## src/rtl/dmem_req_arbiter.sv

```systemverilog
// Round-robin data-memory request controller: NUM_CH_P requesters share one
// memory port, one outstanding request at a time, with a sticky response timeout.
module dmem_req_arbiter #(
    parameter int unsigned NUM_CH_P     = 3,
    parameter int unsigned DATA_WIDTH_P = 32,
    parameter int unsigned ADDR_WIDTH_P = 12,
    parameter int unsigned TIMEOUT_P    = 64
) (
    input  logic                             clk,
    input  logic                             reset,
    input  logic [NUM_CH_P-1:0]              ch_valid_i,
    input  logic [NUM_CH_P-1:0]              ch_wen_i,
    input  logic [NUM_CH_P-1:0]              ch_byte_not_word_i,
    input  logic [NUM_CH_P*ADDR_WIDTH_P-1:0] ch_addr_i,
    input  logic [NUM_CH_P*DATA_WIDTH_P-1:0] ch_wdata_i,
    output logic [NUM_CH_P-1:0]              ch_yumi_o,
    output logic [NUM_CH_P-1:0]              ch_rvalid_o,
    output logic [DATA_WIDTH_P-1:0]          ch_rdata_o,
    output logic                             mem_valid_o,
    output logic                             mem_wen_o,
    output logic                             mem_byte_not_word_o,
    output logic [ADDR_WIDTH_P-1:0]          mem_addr_o,
    output logic [DATA_WIDTH_P-1:0]          mem_wdata_o,
    input  logic                             mem_yumi_i,
    input  logic                             mem_rvalid_i,
    input  logic [DATA_WIDTH_P-1:0]          mem_rdata_i,
    output logic                             mem_yumi_o,
    output logic                             busy_o,
    output logic [$clog2(NUM_CH_P)-1:0]      grant_id_o,
    output logic                             err_o
);

    localparam int unsigned GW = $clog2(NUM_CH_P);
    localparam int unsigned TW = (TIMEOUT_P > 1) ? $clog2(TIMEOUT_P) : 1;

    typedef enum logic [1:0] {
        DMEM_IDLE,
        DMEM_REQ_SENT,
        DMEM_REQ_ACKED
    } state_t;

    state_t                  r_state;
    logic [GW-1:0]           r_last;
    logic [GW-1:0]           r_grant;
    logic [TW-1:0]           r_timer;
    logic                    r_err;
    logic                    r_wen;
    logic                    r_bnw;
    logic [ADDR_WIDTH_P-1:0] r_addr;
    logic [DATA_WIDTH_P-1:0] r_wdata;

    logic [NUM_CH_P-1:0]     w_hi;
    logic [GW-1:0]           w_sel;
    logic                    w_grant;
    logic                    w_done;
    logic                    w_wen;
    logic                    w_bnw;
    logic [ADDR_WIDTH_P-1:0] w_addr;
    logic [DATA_WIDTH_P-1:0] w_wdata;

    // Round-robin pick: lowest valid channel above last_grant, else lowest valid overall
    always_comb begin
        w_hi  = '0;
        w_sel = '0;
        for (int i = 0; i < int'(NUM_CH_P); i++) begin
            w_hi[i] = ch_valid_i[i] && (GW'(i) > r_last);
        end
        for (int i = int'(NUM_CH_P) - 1; i >= 0; i--) begin
            if (ch_valid_i[i]) w_sel = GW'(i);
        end
        for (int i = int'(NUM_CH_P) - 1; i >= 0; i--) begin
            if (w_hi[i]) w_sel = GW'(i);
        end
    end

    assign w_grant = !reset && (r_state == DMEM_IDLE) && (|ch_valid_i);

    always_comb begin
        w_wen   = 1'b0;
        w_bnw   = 1'b0;
        w_addr  = '0;
        w_wdata = '0;
        for (int i = 0; i < int'(NUM_CH_P); i++) begin
            if (GW'(i) == w_sel) begin
                w_wen   = ch_wen_i[i];
                w_bnw   = ch_byte_not_word_i[i];
                w_addr  = ch_addr_i[i*ADDR_WIDTH_P +: ADDR_WIDTH_P];
                w_wdata = ch_wdata_i[i*DATA_WIDTH_P +: DATA_WIDTH_P];
            end
        end
    end

    assign w_done = !reset &&
                    (((r_state == DMEM_REQ_SENT) && mem_yumi_i && mem_rvalid_i) ||
                     ((r_state == DMEM_REQ_ACKED) && mem_rvalid_i));

    always_ff @(posedge clk or posedge reset) begin
        if (reset) begin
            r_state <= DMEM_IDLE;
            r_last  <= GW'(NUM_CH_P - 1);
            r_grant <= '0;
            r_timer <= '0;
            r_err   <= 1'b0;
            r_wen   <= 1'b0;
            r_bnw   <= 1'b0;
            r_addr  <= '0;
            r_wdata <= '0;
        end else begin
            case (r_state)
                DMEM_IDLE: begin
                    if (w_grant) begin
                        r_wen   <= w_wen;
                        r_bnw   <= w_bnw;
                        r_addr  <= w_addr;
                        r_wdata <= w_wdata;
                        r_grant <= w_sel;
                        r_last  <= w_sel;
                        r_state <= DMEM_REQ_SENT;
                    end
                end
                DMEM_REQ_SENT: begin
                    if (mem_yumi_i) begin
                        if (mem_rvalid_i) begin
                            r_state <= DMEM_IDLE;
                        end else begin
                            r_timer <= '0;
                            r_state <= DMEM_REQ_ACKED;
                        end
                    end
                end
                DMEM_REQ_ACKED: begin
                    r_timer <= r_timer + TW'(1);
                    if (mem_rvalid_i) begin
                        r_state <= DMEM_IDLE;
                    end else if ((TIMEOUT_P != 0) && (r_timer == TW'(TIMEOUT_P - 1))) begin
                        r_err   <= 1'b1;
                        r_state <= DMEM_IDLE;
                    end
                end
                default: r_state <= DMEM_IDLE;
            endcase
        end
    end

    // Accept/response strobes are combinational with the memory handshake
    always_comb begin
        ch_yumi_o   = '0;
        ch_rvalid_o = '0;
        for (int i = 0; i < int'(NUM_CH_P); i++) begin
            ch_yumi_o[i]   = w_grant && (GW'(i) == w_sel);
            ch_rvalid_o[i] = w_done && (GW'(i) == r_grant);
        end
    end

    always_comb begin
        ch_rdata_o = '0;
        if (w_done) begin
            ch_rdata_o = r_bnw ? DATA_WIDTH_P'(mem_rdata_i[7:0]) : mem_rdata_i;
        end
    end

    // Stray responses in IDLE are drained so memory never stalls
    assign mem_yumi_o          = w_done || (!reset && (r_state == DMEM_IDLE) && mem_rvalid_i);
    assign mem_valid_o         = (r_state == DMEM_REQ_SENT);
    assign mem_wen_o           = r_wen;
    assign mem_byte_not_word_o = r_bnw;
    assign mem_addr_o          = r_addr;
    assign mem_wdata_o         = r_wdata;
    assign busy_o              = (r_state != DMEM_IDLE);
    assign grant_id_o          = r_grant;
    assign err_o               = r_err;

endmodule

```

## config.mk

```make
export PLATFORM = sky130hd
export DESIGN_NAME = dmem_req_arbiter
export DESIGN_NICKNAME = d
export VERILOG_FILES = /design/src/rtl/dmem_req_arbiter.sv
export SDC_FILE = /design/constraint.sdc
export NUM_CORES = 1
export LEC_CHECK = 0
export ABC_AREA = 1
export CAP_MARGIN = 20
export CORE_AREA = 2 2 103 105
export DETAILED_ROUTE_END_ITERATION = 6
export DIE_AREA = 0 0 105 107
export DONT_BUFFER_PORTS = 1
export PLACE_DENSITY = 0.47
export RECOVER_POWER = 100
export SKIP_LAST_GASP = 1
export SLEW_MARGIN = 20
export SYNTH_ARGS = -nofsm -noshare
export SYNTH_HDL_FRONTEND = slang
export SYNTH_SLANG_ARGS = --single-unit
```

## constraint.sdc

```tcl
create_clock -name clk -period 3.45 [get_ports clk]
set_input_delay 0.5175 -clock clk [delete_from_list [all_inputs] [get_ports clk]]
set_output_delay 0.5175 -clock clk [all_outputs]
set_load 0.03 [all_outputs]
```

* Yosys cells after proc, flatten, opt, wreduce, memory -nomap -nowiden
Cells that the tools add are included.
** Operators by class
- Add/subtract/negate cells :: 1
- Magnitude comparators :: 3
- Equality and inequality tests :: 11
- Multiplexer cells :: 29
- Bitwise logic cells :: 1
- Reductions and logical operators :: 29
** Operator list (number)
- 32-bit 2-to-1 mux :: 5
- 12-bit 2-to-1 mux :: 3
- 2-bit 2-to-1 mux :: 11
- 1-bit logical AND :: 16
- 6-bit 2-to-1 mux :: 2
- 6-bit case mux with 2 select lines :: 1
- 3-bit AND reduction :: 3
- 6-bit by 1-bit adder with 6-bit output, second input constant :: 1
- 6-bit equality test, second input constant :: 1
- 2-bit zero test :: 3
- 1-bit 2-to-1 mux :: 6
- 2-bit case mux with 3 select lines :: 1
- 1-bit by 2-bit equality test with 1-bit output, first input constant :: 2
- 2-bit equality test, first input constant :: 2
- 1-bit by 2-bit greater-than comparator with 1-bit output, first input constant :: 2
- 2-bit inequality test, second input constant :: 2
- 2-bit nonzero test :: 2
- 3-bit by 2-bit inequality test with 1-bit output, second input constant :: 1
- 3-bit OR reduction :: 1
- 2-bit by 1-bit equality test with 1-bit output, second input constant :: 1
- 2-bit equality test, second input constant :: 1
- 2-bit greater-than comparator, first input constant :: 1
- 1-bit logical OR :: 2
- 2-bit by 1-bit inequality test with 1-bit output, second input constant :: 1
- 3 further kinds :: 3
** Storage, ports and cells
- Register bits after elaboration :: 59
- Input bits :: 177
- Output and inout bits :: 90
- Logic and storage cells :: 83

* Depth between registers and ports, before layout
- Depth in word-level cells :: 10
- Mapped depth :: 10
- Mapped depth without buffers :: 8

* Least setup slack after synthesis
OpenSTA, ideal clock, no wires.
- Path type :: input port to output port
- From :: in reset
- To :: out ch_rdata_o[21]
- Arrival time :: 2.877 ns
- Data required time :: 2.932 ns
- Setup slack :: 0.056 ns
- Stages :: 6
- Path buffers :: 2
- Cells stage by stage :: inv_1 > nand3_2 > or2_1 > buf_6 > buf_6 > nor2_1
** On the way
- Cells in the longest elaborated chain, start to end :: 3
** Ends and longest elaborated chain
- start: declaration :: line 10 : input logic reset,
- 1-bit zero test :: line 93 : assign w_done = !reset &&
- 1-bit logical AND :: line 93
- 32-bit 2-to-1 mux :: line 157 : if (w_done) begin
- end: declaration :: line 18 : output logic [DATA_WIDTH_P-1:0] ch_rdata_o,
No other way between the ends.

* Worst setup path in the final report
- From :: reg r_state[1]
- To :: out ch_rdata_o[15]
** On the way
- Cells in the longest elaborated chain, start to end :: 6
- Elaborated cells between the ends (all ways) :: 8
- Classes of those cells :: 2 x eq/ne; 1 x mux; 5 x reduce/logical
** Ends and longest elaborated chain
- start: declaration :: line 42 : state_t r_state;
- start signal: assignment :: line 99 : r_state <= DMEM_IDLE;
- start signal: assignment :: line 118 : r_state <= DMEM_REQ_SENT;
- start signal: assignment :: line 124 : r_state <= DMEM_IDLE;
- 2-bit by 1-bit equality test with 1-bit output
- via mem_valid_o :: line 19 : output logic mem_valid_o,
- 1-bit logical AND (2 in a row) :: line 94 : (((r_state == DMEM_REQ_SENT) && mem_yumi_i && mem_rvalid_i) ||
- 1-bit logical OR :: line 94
- 1-bit logical AND :: line 93
- 32-bit 2-to-1 mux :: line 157
The timed path passes the listed nets, and every way through them passes these cells.

==> metrics.txt <==
status=complete, no violations; Psw=1.85 mW; CTS Sinks=58; count of cell types in the netlist=25; number of synthesis warnings=0; die area=11200 sq um; area delta synth->final=6.52%; PnR worst setup slack=between 0.3 and 0.4 ns; CP Class=reg -> out; share of layout cells above drive strength 1=0.0565; Via density=around 5.2; register bit total from synthesis=58; setup bufs post-CTS=0; Die Height=107 um; Worst setup SP type=flop; Syn Nets=741; num rows=37; initial DRC count=158; Final #Nets=around 740; Synth Instances=between 500 and 600; Starting Density=0.367; met3 wire len=874 um; setup TNS=0 ns; Tcrit/Tclk final=0.900; vias in the first global route=3616; logic gate share of total power=0.326; largest net degree at the start of global routing=59; final hold viol count=0; hold_buf cts=0; Routed met1 length=4690 um; CP arrival=roughly 2.6 ns; CP Max Fanout=24; Hold/Removal Path Class=in -> reg; max-slew violations=0; register area share after synthesis=0.392; I/O pin count=about 270; post-synth top area share=0.385; topmost layer with routed signal wires=met4; Clk pwr share=0.163; CTS Buf Count=9; Worst-Margin Slew=1.47 ns; First-pass DRT Iterations=6; antenna violations before repair=0; # diodes=0; fmax=0.322 GHz; drt wl/cell=16.4 um; maximum VDD drop=0.332 mV; pre-CTS setup slack=0.735 ns; total wire length=approximately 12000 um; switching share of power=0.526; maximum buffer depth of the clock tree=2; Final setup viols=0; Total Routing Usage GR=0.204; Worst Clk Skew=0.00944 ns; wire length of the first global-routing pass=18200 um; GPL Wtd Cong=between 0.8 and 0.9; CTS tree=built; Cell Pwr Density=895 nW/um^2; RSZ-0062 raised after global routing=false; internal power=1.67 mW; die width=around 110 um; Port Buffer Count=0; routed via count=3645; Reg power frac=0.511; mean post-synth cell area=6.57 sq um; Remaining DRCs=0; max_slew headroom=0.0192; crit path time final=3.10 ns; Yosys top cell by area=dfrtp_1; clock transition at the registers of the reported paths=0.06 ns; Worst setup EP type=output pin; Worst EP required=2.93 ns; Routed Antenna Nets=0; metal2 WL=5720 um; htree depth=3; Clock Latency Late Sink=0.33 ns; Core Area=10100 sq um; CTS resizes=0; Mapped Area=3700 sq um; GR Overflow Total=0; Synth area leaders=dfrtp_1 (39%), nand2_1 (16%), a21oi_1 (13%); clock root buffer=clkbuf_8; max_cap viols=0; LEAKAGE=2.03 nW; hpwl dp=8190 um
routing by layer:
layer  up-vias  GRT usage
met2       166      0.351
met5         -          0
met3        19     0.0474
li1       1782          -
met4         0     0.0829
met1      1678      0.246
cell usage after synthesis (all sizes together):
cell and instances:
nand2 161, a21oi 93, nor2 86, dfrtp 57
nand3 52, inv 51, buf 29, clkbuf 10
nor3 6, o21ai 6, o31ai 2, or2 2
xor2 2, a22o 1, a31o 1, dfstp 1
ha 1, nand4 1, o21bai 1
cells by family after synthesis:
kind of cell / synth area share
flip-flops: 0.392
adder cells (fa/ha/maj): 0.00338
XOR/XNOR: 0.00473
buffers and inverters: 0.112
AND/OR/NAND/NOR: 0.343
AO/OA/AOI/OAI: 0.145
state kept, by name (all words and copies together) (netlist names):
name                 count
grant_id_o               1
mem_wen_o                1
r_state                  2
r_last                   2
r_timer                  6
err_o                    1
mem_byte_not_word_o      1
mem_wdata_o             32
mem_addr_o              12
critical path, stage by stage (launching register included):
cell	delay, ns
dfrtp_1	0.41
nor2_2	0.38
nand2_1	0.09
nand2_1	0.09
nand3_2	0.20
or2_1	0.54
nor2_1	0.56
layout by cell type, fill, tap and decap left out:
cell type,count
inv_2,2
or2_1,2
nand4_1,1
a22o_1,1
a21oi_1,93
o21ai_0,6
nand2_2,3
a31o_2,1
nor3_1,6
o21bai_1,1
ha_1,1
dfstp_2,1
nand3_2,2
clkbuf_8,9
xor2_1,2
buf_4,7
bufinv_16,1
o31ai_1,2
clkinv_2,3
nor2_2,1
nand2_1,158
nand3_1,50
nor2_1,85
dfrtp_1,57
inv_1,49
clkbuf_1,20
clkbuf_2,2
path summary, 6_finish.rpt:
| path | startpoint | end | slack, ns | cells after the start |
|---|---|---|---|---|
| min in group asynchronous | reset | mem_byte_not_word_o$_DFFE_PP0P_ | 0.64 | 2 |
| max | r_state[1]$_DFFE_PP0P_ | ch_rdata_o[15] | 0.35 | 6 |
| min | mem_yumi_i | r_state[0]$_DFFE_PP0P_ | 0.27 | 1 |
| min reg2reg | r_timer[5]$_DFFE_PP0P_ | r_timer[5]$_DFFE_PP0P_ | 0.51 | 2 |
| max reg2reg | r_state[1]$_DFFE_PP0P_ | mem_addr_o[9]$_DFFE_PP0P_ | 0.61 | 8 |
| max in group asynchronous | reset | r_last[0]$_DFFE_PP0P_ | 1.94 | 2 |
metrics by stage:
step	utilization	hold slack, ns	power (mW)	cell area, sq um	cells
floorplan	-	0.453	2.70	3700	563
global placement	0.384	0.474	2.98	3870	688
detailed placement	0.384	0.488	3.00	3870	688
CTS	0.401	0.256	3.59	4050	702
global route	0.391	0.268	3.82	3940	702
finish	0.391	0.274	3.53	3940	702
power groups by stage:
stage | clock network (mW) | registers [mW] | logic (mW)
6_report | 0.576 | 1.80 | 1.15
5_1_grt | 0.631 | 1.84 | 1.35
4_1_cts | 0.597 | 1.81 | 1.18
3_5_place_dp | 0 | 1.81 | 1.18
3_3_place_gp | 0 | 1.82 | 1.16
2_1_floorplan | 0 | 1.71 | 0.990
area by class of cell:
cell class,count,area [sq um]
clock inverters,4,45.0
repair buffers,28,134
fillers,1130,6150
flip-flops and latches,58,1450
multi-input cells,415,1820
inverters,51,191
clock buffers,10,128
well taps,136,170
Note: power is estimated with default switching activity, not from simulation.
